--- src/rtl/bcd_pkg.sv ---
// Shared definitions for the BCD delta applier: FSM encoding, BCD constants and sign polarity.
package bcd_pkg;

    typedef enum logic [2:0] {
        IDLE,
        ONES,
        TENS,
        HUNS,
        DONE
    } state_t;

    localparam logic [3:0] BCD_MAX   = 4'd9;
    localparam logic [3:0] BCD_RADIX = 4'd10;

    localparam logic SIGN_POS = 1'b0;
    localparam logic SIGN_NEG = 1'b1;

    function automatic logic digit_invalid(input logic [3:0] d);
        return d > BCD_MAX;
    endfunction

endpackage

--- src/rtl/bcd_delta_applier_if.sv ---
// Request/result bundle between a requester (master) and the BCD delta applier (slave).
interface bcd_delta_applier_if;

    logic       start;
    logic [3:0] base_ones;
    logic [3:0] base_tens;
    logic [3:0] base_huns;
    logic [3:0] delta_ones;
    logic [3:0] delta_tens;
    logic [3:0] delta_huns;
    logic       sign;
    logic       busy;
    logic       done;
    logic [3:0] out_ones;
    logic [3:0] out_tens;
    logic [3:0] out_huns;
    logic       out_of_range;
    logic       bcd_err;

    modport master (
        output start, base_ones, base_tens, base_huns,
               delta_ones, delta_tens, delta_huns, sign,
        input  busy, done, out_ones, out_tens, out_huns, out_of_range, bcd_err
    );

    modport slave (
        input  start, base_ones, base_tens, base_huns,
               delta_ones, delta_tens, delta_huns, sign,
        output busy, done, out_ones, out_tens, out_huns, out_of_range, bcd_err
    );

endinterface

--- src/rtl/bcd_digit_alu.sv ---
// One BCD digit of add or subtract with ripple carry/borrow in and out.
module bcd_digit_alu
    import bcd_pkg::*;
(
    input  logic [3:0] a,
    input  logic [3:0] b,
    input  logic       cin,
    input  logic       sub,
    output logic [3:0] digit,
    output logic       cout
);

    logic [4:0] sum;
    logic [4:0] rhs;
    logic [3:0] raw_diff;
    logic       borrow;

    // Subtraction works on the low nibble modulo 16; adding the radix back fixes a borrowed digit.
    always_comb begin
        sum      = {1'b0, a} + {1'b0, b} + {4'b0, cin};
        rhs      = {1'b0, b} + {4'b0, cin};
        raw_diff = a - b - {3'b0, cin};
        borrow   = {1'b0, a} < rhs;
        digit    = '0;
        cout     = 1'b0;
        if (sub) begin
            cout  = borrow;
            digit = borrow ? raw_diff + BCD_RADIX : raw_diff;
        end else if (sum > {1'b0, BCD_MAX}) begin
            cout  = 1'b1;
            digit = sum[3:0] - BCD_RADIX;
        end else begin
            digit = sum[3:0];
        end
    end

endmodule

--- src/rtl/bcd_delta_applier.sv ---
// Applies a signed 3-digit BCD delta to a BCD base, one digit per clock behind a start/done handshake.
module bcd_delta_applier
    import bcd_pkg::*;
(
    input  logic                      clk,
    input  logic                      rst,
    bcd_delta_applier_if.slave        bus
);

    state_t     state;
    state_t     state_next;

    logic [3:0] a_ones, a_tens, a_huns;
    logic [3:0] b_ones, b_tens, b_huns;
    logic [3:0] r_ones, r_tens;
    logic       sub_r;
    logic       carry;

    logic [3:0] alu_a, alu_b, alu_digit;
    logic       alu_cout;
    logic       operand_err;

    logic [3:0] out_ones_r, out_tens_r, out_huns_r;
    logic       out_of_range_r;
    logic       bcd_err_r;

    always_ff @(posedge clk or posedge rst) begin
        if (rst) begin
            state <= IDLE;
        end else begin
            state <= state_next;
        end
    end

    always_comb begin
        state_next = state;
        case (state)
            IDLE:    if (bus.start) state_next = ONES;
            ONES:    state_next = TENS;
            TENS:    state_next = HUNS;
            HUNS:    state_next = DONE;
            DONE:    state_next = IDLE;
            default: state_next = IDLE;
        endcase
    end

    // The single digit ALU is steered onto whichever digit pair the FSM is working on.
    always_comb begin
        alu_a = a_huns;
        alu_b = b_huns;
        case (state)
            ONES: begin
                alu_a = a_ones;
                alu_b = b_ones;
            end
            TENS: begin
                alu_a = a_tens;
                alu_b = b_tens;
            end
            default: ;
        endcase
    end

    bcd_digit_alu u_alu (
        .a     (alu_a),
        .b     (alu_b),
        .cin   (carry),
        .sub   (sub_r),
        .digit (alu_digit),
        .cout  (alu_cout)
    );

    assign operand_err = digit_invalid(a_ones) | digit_invalid(a_tens) | digit_invalid(a_huns)
                       | digit_invalid(b_ones) | digit_invalid(b_tens) | digit_invalid(b_huns);

    // Visible outputs change only on the edge into DONE, so the old result stays up while busy.
    always_ff @(posedge clk or posedge rst) begin
        if (rst) begin
            a_ones         <= '0;
            a_tens         <= '0;
            a_huns         <= '0;
            b_ones         <= '0;
            b_tens         <= '0;
            b_huns         <= '0;
            r_ones         <= '0;
            r_tens         <= '0;
            sub_r          <= 1'b0;
            carry          <= 1'b0;
            out_ones_r     <= '0;
            out_tens_r     <= '0;
            out_huns_r     <= '0;
            out_of_range_r <= 1'b0;
            bcd_err_r      <= 1'b0;
        end else begin
            case (state)
                IDLE: begin
                    if (bus.start) begin
                        a_ones <= bus.base_ones;
                        a_tens <= bus.base_tens;
                        a_huns <= bus.base_huns;
                        b_ones <= bus.delta_ones;
                        b_tens <= bus.delta_tens;
                        b_huns <= bus.delta_huns;
                        sub_r  <= (bus.sign == SIGN_NEG);
                        carry  <= 1'b0;
                    end
                end
                ONES: begin
                    r_ones <= alu_digit;
                    carry  <= alu_cout;
                end
                TENS: begin
                    r_tens <= alu_digit;
                    carry  <= alu_cout;
                end
                HUNS: begin
                    carry          <= alu_cout;
                    out_ones_r     <= r_ones;
                    out_tens_r     <= r_tens;
                    out_huns_r     <= alu_digit;
                    out_of_range_r <= alu_cout;
                    bcd_err_r      <= operand_err;
                end
                default: ;
            endcase
        end
    end

    assign bus.busy         = (state != IDLE);
    assign bus.done         = (state == DONE);
    assign bus.out_ones     = out_ones_r;
    assign bus.out_tens     = out_tens_r;
    assign bus.out_huns     = out_huns_r;
    assign bus.out_of_range = out_of_range_r;
    assign bus.bcd_err      = bcd_err_r;

endmodule

--- src/flat_wrapper.sv ---
// flat-port wrapper written by rule: the top's interface ports become plain ports
module bcd_delta_applier_flat import bcd_pkg::*;
  (clk, rst, bus_start, bus_base_ones, bus_base_tens, bus_base_huns, bus_delta_ones, bus_delta_tens, bus_delta_huns, bus_sign, bus_busy, bus_done, bus_out_ones, bus_out_tens, bus_out_huns, bus_out_of_range, bus_bcd_err);
  bcd_delta_applier_if bus_i ();
  input  logic clk;
  input  logic rst;
  input wire logic [$bits(bus_i.start)-1:0] bus_start;
  input wire logic [$bits(bus_i.base_ones)-1:0] bus_base_ones;
  input wire logic [$bits(bus_i.base_tens)-1:0] bus_base_tens;
  input wire logic [$bits(bus_i.base_huns)-1:0] bus_base_huns;
  input wire logic [$bits(bus_i.delta_ones)-1:0] bus_delta_ones;
  input wire logic [$bits(bus_i.delta_tens)-1:0] bus_delta_tens;
  input wire logic [$bits(bus_i.delta_huns)-1:0] bus_delta_huns;
  input wire logic [$bits(bus_i.sign)-1:0] bus_sign;
  output wire logic [$bits(bus_i.busy)-1:0] bus_busy;
  output wire logic [$bits(bus_i.done)-1:0] bus_done;
  output wire logic [$bits(bus_i.out_ones)-1:0] bus_out_ones;
  output wire logic [$bits(bus_i.out_tens)-1:0] bus_out_tens;
  output wire logic [$bits(bus_i.out_huns)-1:0] bus_out_huns;
  output wire logic [$bits(bus_i.out_of_range)-1:0] bus_out_of_range;
  output wire logic [$bits(bus_i.bcd_err)-1:0] bus_bcd_err;
  assign bus_i.start = bus_start;
  assign bus_i.base_ones = bus_base_ones;
  assign bus_i.base_tens = bus_base_tens;
  assign bus_i.base_huns = bus_base_huns;
  assign bus_i.delta_ones = bus_delta_ones;
  assign bus_i.delta_tens = bus_delta_tens;
  assign bus_i.delta_huns = bus_delta_huns;
  assign bus_i.sign = bus_sign;
  assign bus_busy = bus_i.busy;
  assign bus_done = bus_i.done;
  assign bus_out_ones = bus_i.out_ones;
  assign bus_out_tens = bus_i.out_tens;
  assign bus_out_huns = bus_i.out_huns;
  assign bus_out_of_range = bus_i.out_of_range;
  assign bus_bcd_err = bus_i.bcd_err;
  bcd_delta_applier u_core (.clk(clk), .rst(rst), .bus(bus_i));
endmodule
--- config.mk ---
export PLATFORM = sky130hd
export DESIGN_NAME = bcd_delta_applier_flat
export DESIGN_NICKNAME = d
export VERILOG_FILES = /design/src/rtl/bcd_pkg.sv /design/src/rtl/bcd_delta_applier_if.sv /design/src/rtl/bcd_digit_alu.sv /design/src/rtl/bcd_delta_applier.sv /design/src/flat_wrapper.sv
export SDC_FILE = /design/constraint.sdc
export NUM_CORES = 1
export LEC_CHECK = 0
export BUFFER_PORTS_ARGS = -buffer_cell sky130_fd_sc_hd__buf_2
export CAP_MARGIN = 0
export CORE_UTILIZATION = 57
export CTS_BUF_LIST = sky130_fd_sc_hd__clkbuf_8
export DETAILED_ROUTE_END_ITERATION = 10
export MAX_ROUTING_LAYER = met4
export PLACE_DENSITY_LB_ADDON = 0.08
export SLEW_MARGIN = 10
export SYNTH_ARGS = -nofsm -noshare
export SYNTH_HDL_FRONTEND = slang
export SYNTH_SLANG_ARGS = --single-unit
--- constraint.sdc ---
create_clock -name clk -period 8.24 [get_ports clk]
set_input_delay 0.824 -clock clk [delete_from_list [all_inputs] [get_ports clk]]
set_output_delay 0.824 -clock clk [all_outputs]
set_load 0.005 [all_outputs]
* Word-level counts from Yosys, hierarchy flattened *
Cells that the tools add are included.

cells by class
  order comparisons = 8
  muxes and demuxes = 11
  add/subtract/negate cells = 7
  equal/unequal tests = 5
  reductions and logical operators = 6
  bitwise operators = 5

operators by type and width
  kind                                                           count
  greater-than comparator 4 bit, second input constant           6
  one-hot mux 4 bit (2 select lines)                             2
  2-to-1 mux 4 bit                                               3
  one-hot mux 3 bit (4 select lines)                             1
  equality test 3 x 2 -> 1 bit, second input constant            2
  adder 4 x 1 -> 5 bit                                           1
  adder 4 x 4 -> 5 bit                                           1
  adder 5 x 1 -> 5 bit                                           1
  greater-than comparator 5 x 4 -> 1 bit, second input constant  1
  less-than comparator 4 x 5 -> 1 bit                            1
  bitwise OR 1 bit                                               5
  adder 4 bit, second input constant                             1
  AND reduction 2 bit                                            2
  subtractor 4 x 1 -> 4 bit                                      1
  subtractor 4 bit                                               1
  subtractor 4 bit, second input constant                        1
  equality test 3 x 1 -> 1 bit, second input constant            1
  equality test 3 bit, second input constant                     1
  zero test 3 bit                                                1
  2-to-1 mux 1 bit                                               3
  2-to-1 mux 3 bit                                               1
  nonzero test 3 bit                                             1
  OR reduction 3 bit                                             1
  inequality test 2 bit, second input constant                   1
  2 further kinds                                                2

storage, ports and cells
  register bits = 51
  output and inout port bits = 16
  word-level logic and storage cells = 58
  input port bits = 28

* Depth between registers and ports, before layout *
  depth in word-level cells = 8
  depth in mapped cells = 17
  depth with buffers taken out = 16

* Cells and area by module *
A second synthesis with hierarchy kept.

unflattened totals
  cells, all modules = 245
  area, all modules = 2,781.4 um^2

modules (own cells, without submodules)
  module             cells each  area an instance (um^2)  instances  seq. area each (um^2)
  bcd_delta_applier  172         2,138.3                  1          1,276.2
  bcd_digit_alu      73          643.1                    1          0.0

* Worst setup path after synthesis *
Ideal clock, no wire load.

  path type = flip-flop to flip-flop
  start point = register u_core.state[0]
  end point = register u_core.out_huns_r[3] (netlist: u_core.bus.out_huns[3])
  path buffers = 1
  cell stages (with the launch flop) = 16
  clock period less this slack = 3.451 ns
  setup slack = 4.789 ns
  required time = 8.110 ns
  arrival = 3.321 ns
  library setup time = 0.130 ns
  cells stage by stage = dfrtp_1 buf_6 nor2b_1 a22oi_1 o21ai_0 inv_1 fa_1 xor2_1 ha_1 inv_1 nor2_1 a31oi_1 o211a_1 o21ai_0 a32oi_1 o21ai_0

between the ends
  cells in the longest elaborated chain, start to end = 7
  elaborated cells between the ends (all ways) = 17
  classes of those cells = add/sub (7); order compare (2); eq/ne (3); mux (5)

ends and longest elaborated chain
  item                                                                                 line                                      source
  start, declared                                                                      bcd_delta_applier.sv:10                   state_t state;
  start signal, assigned                                                               bcd_delta_applier.sv:31                   state <= state_next;
  equality test 3 x 2 -> 1 bit / equality test 3 x 1 -> 1 bit (equally long branches)  bcd_delta_applier.sv:51                   case (state)
  one-hot mux 4 bit (2 select lines)                                                   bcd_delta_applier.sv:51
  adder 4 x 4 -> 5 bit / subtractor 4 bit (equally long branches)                      bcd_digit_alu.sv:20, bcd_digit_alu.sv:22
  adder 5 x 1 -> 5 bit / subtractor 4 x 1 -> 4 bit (equally long branches)             bcd_digit_alu.sv:20, bcd_digit_alu.sv:22
  subtractor 4 bit (tied with other cells)                                             bcd_digit_alu.sv:31                       digit = sum[3:0] - BCD_RADIX;
  2-to-1 mux 4 bit, on equally long branches                                           bcd_digit_alu.sv:29, bcd_digit_alu.sv:28
  2-to-1 mux 4 bit                                                                     bcd_digit_alu.sv:26                       if (sub) begin
  end signal, assigned                                                                 bcd_delta_applier.sv:120                  out_huns_r <= alu_digit;
  end, declared                                                                        bcd_delta_applier.sv:23                   logic [3:0] out_ones_r, out_tens_r, out_huns_r;

Several ways; a longest one is shown, not always the timed one.
A chain may end at the register's enable or synchronous reset.

* Final worst setup path *
  start point = register u_core.state[1]
  end point = register u_core.out_huns_r[3] (netlist: u_core.bus.out_huns[3])

Same word-level chain as after synthesis.

==> out/metrics.csv <==
stage;metric;value;unit
status;outcome;finished, final reports clean;
finish;n_diodes;0;
drt;Via Count;2170;
clock_tree;clock root buffer;clkbuf_8;
synth;share of the synthesized area in the top cell type;0.446;
sta;max frequency;236;MHz
clock_tree;Clock Tree Buf Depth;2;
sta;Fin. Hold Viols;0;
clock_tree;Reg clk slew, reported paths;0.10;ns
finish;area grow syn2layout;11.6;%
finish;layout cells sized above 1;0.271;
floorplan;Initial Util;0.598;
drt;Remaining DRCs;0;
worst_setup_path;Critical Path RT;8.42;ns
sta;Tmin final;4.23;ns
floorplan;Vert. Die Dim;72.9;um
synth;Seq/Total Area, Yosys;0.446;
synth;Synth area leaders;dfrtp_1 45%, mux2_2 10%, ha_1 6.6%, nand2_1 5.4%, o21ai_0 3.5%;
finish;nets@finish;361;
synth;Netlist cell types;46;
worst_setup_path;Critical Path Start Type;flop;
drt;DR pass1 iterations;4;
worst_setup_path;crit-path max cell delay;0.59;ns
clock_tree;Hold Buf Count CTS;0;
floorplan;row count;25;
drt;DR WL/cell;14.8;um
placed_design;Port Buf Inserts;43;
synth;Post-Syn Nets;323;
sta;worst slew pin tran;1.02;ns
sta;skew final;0.0117;ns
placed_design;dpl hpwl;4310;um
grt;pin count of the biggest net entering global routing;52;
grt;grt ovf;0;
synth;Gate Count Post-Synth;278;
synth;post-synth design cell area;2860;um2
worst_setup_path;crit path capture type;flop;
grt;Tot GR Track Use;0.254;
finish;fillers;397;
worst_hold_path;Hold Path Class;flop to flop;
worst_setup_path;critical-path cell list;nor2b_1, a22oi_1, o21ai_0, inv_1, fa_1, xor2_1, ha_1, inv_1, nor2_1, a31oi_1, o211a_1, o21ai_0, a32oi_1, o21ai_0;
sta;setup tns final;0;ns
synth;Syn Area/Cell;10.3;um2
job;max_cap viols;0;
clock_tree;H-tree levels;2;
drt;1st-iter DRT viols;142;
worst_setup_path;Arr. time, crit path;4.42;ns
clock_tree;clock latency on the worst-skew pair;0.31;ns
sta;relative slew slack;0.322;
synth;Async SR Flop Fraction;1.00;
synth;Yosys warning total;0;
worst_setup_path;cell repeated most along the worst path;o21ai_0;
grt;vias in the first global route;2143;
floorplan;Die W;72.9;um
clock_tree;CTS tree;done;
drt;Antenna Nets Post-Route;0;
clock_tree;CTS Buf Count;5;
synth;Top FF cell, synth;dfrtp_1;
synth;EDFF count, synth;0;
sta;Min Hold Slack;0.473;ns
sta;max-slew violation total from the final report;0;
floorplan;IO Count;44;
clock_tree;Setup Buffers After CTS;0;
drt;wirelength, routed;5670;um
drt;Vias/cell;5.65;
synth;Seq cells post-synth;51;
sta;setup violators final;0;
worst_setup_path;Worst Path Max Fanout;19;
floorplan;total core area;4790;um2
sta;RSZ-0062 raised after global routing;no;
grt;first-pass GRT wire length;9910;um
grt;antenna violations before repair;0;
synth;cell taking the most area after synthesis;dfrtp_1;
worst_setup_path;Worst path slowest cell;dfrtp_1;
placed_design;RePlAce Congestion;0.914;
clock_tree;CTS-repair resized insts;0;
clock_tree;clk sink count;51;
floorplan;Die Area;5310;um2
sta;Final period util;0.514;
worst_setup_path;CP Class;flop to flop;
state kept, by name (all words and copies together) (netlist names):
register	cells
u_core.a_ones	4
u_core.carry	1
u_core.a_tens	4
u_core.b_tens	4
u_core.bus.bcd_err	1
u_core.bus.out_ones	4
u_core.bus.out_tens	4
u_core.sub_r	1
u_core.bus.out_of_range	1
u_core.b_ones	4
u_core.r_ones	4
u_core.r_tens	4
u_core.b_huns	4
u_core.state	3
u_core.a_huns	4
u_core.bus.out_huns	4
logic make-up (layout without fill, tap and decap cells):
family	Yosys count	in the layout	share of synthesized area
mux	28	28	0.109
fa+ha+maj	17	17	0.0795
xor+xnor	10	10	0.0306
flops	51	51	0.446
simple gates	76	76	0.126
buf+inv	29	68	0.0446
compound gates	67	67	0.165
synthesized netlist by cell type, drive strengths merged, types with 4 or more instances:
cell and number:
nand2 41, xor2 5, clkbuf 8, xnor2 5, buf 5, nand2b 4, a22oi 7, a31oi 9
dfrtp 51, ha 15, nor2b 4, inv 16, mux2 26, nor2 13, o21ai 21, a21oi 5
final timing paths:
check / start / endpoint / slack [ns] / depth (start not counted)
setup / recovery: u_core.state[1] / u_core.bus.out_huns[3] / 4.01 / 14
hold / removal: u_core.r_ones[1] / u_core.bus.out_ones[1] / 0.47 / 2
setup reg to reg: u_core.state[1] / u_core.bus.out_huns[3] / 4.01 / 14
hold reg to reg: u_core.r_ones[1] / u_core.bus.out_ones[1] / 0.47 / 2
max in group asynchronous: rst / u_core.a_huns[3] / 6.86 / 2
min in group asynchronous: rst / u_core.a_ones[0] / 0.74 / 2
per-stage QoR:
step	utilization	area, um2	setup slack (ns)	std cells
2_1_floorplan	-	2860	4.79	278
3_3_place_gp	0.649	3110	4.26	376
3_5_place_dp	0.649	3110	4.07	376
4_1_cts	0.668	3200	4.05	384
5_1_grt	0.668	3200	3.51	384
6_report	0.668	3200	4.01	384
area by class of cell:
| class | count | area (um2) | share of cell area |
|---|---|---|---|
| clock buffer | 5 | 68.8 | 0.0215 |
| clock inverter | 3 | 21.3 | 0.00666 |
| multi-input combinational | 198 | 1460 | 0.458 |
| timing repair buffer | 44 | 223 | 0.0697 |
| tap | 67 | 83.8 | 0.0262 |
| sequential | 51 | 1280 | 0.399 |
| inverter | 16 | 60.1 | 0.0188 |
critical path: cells and delay by family, from the launching register on:
family	cells	cell delay (ns)
AND/OR/NAND/NOR	2	0.57
XOR/XNOR	1	0.20
AO/OA/AOI/OAI	7	1.72
adder cells (fa/ha/maj)	2	0.70
flip-flops	1	0.59
buffers and inverters	2	0.31
metal layers:
metal	GRT usage	part of all wire	vias to the layer above
met4	0.0980	0.027	0
met2	0.424	0.48	56
met1	0.309	0.45	1043
li1	-	-	1058
met5	-	0	-
met3	0.0442	0.038	13
cells in the final DEF, fill, tap and decap left out, types with 3 or more instances in the layout:
cell	count
dfrtp_1	51
buf_2	43
nand2_1	41
mux2_2	26
o21ai_0	20
inv_1	16
ha_1	15
nor2_1	11
a31oi_1	8
a22oi_1	7
xor2_1	5
xnor2_1	5
a21oi_1	5
clkbuf_8	5
nand2b_1	4
nor2b_1	4
and2_1	3
o2bb2ai_1	3
a32oi_1	3
o31ai_1	3
Power is left out: the tool's default activity adds up to more than one toggle a clock period on the data nets, which glitch-free logic cannot reach.
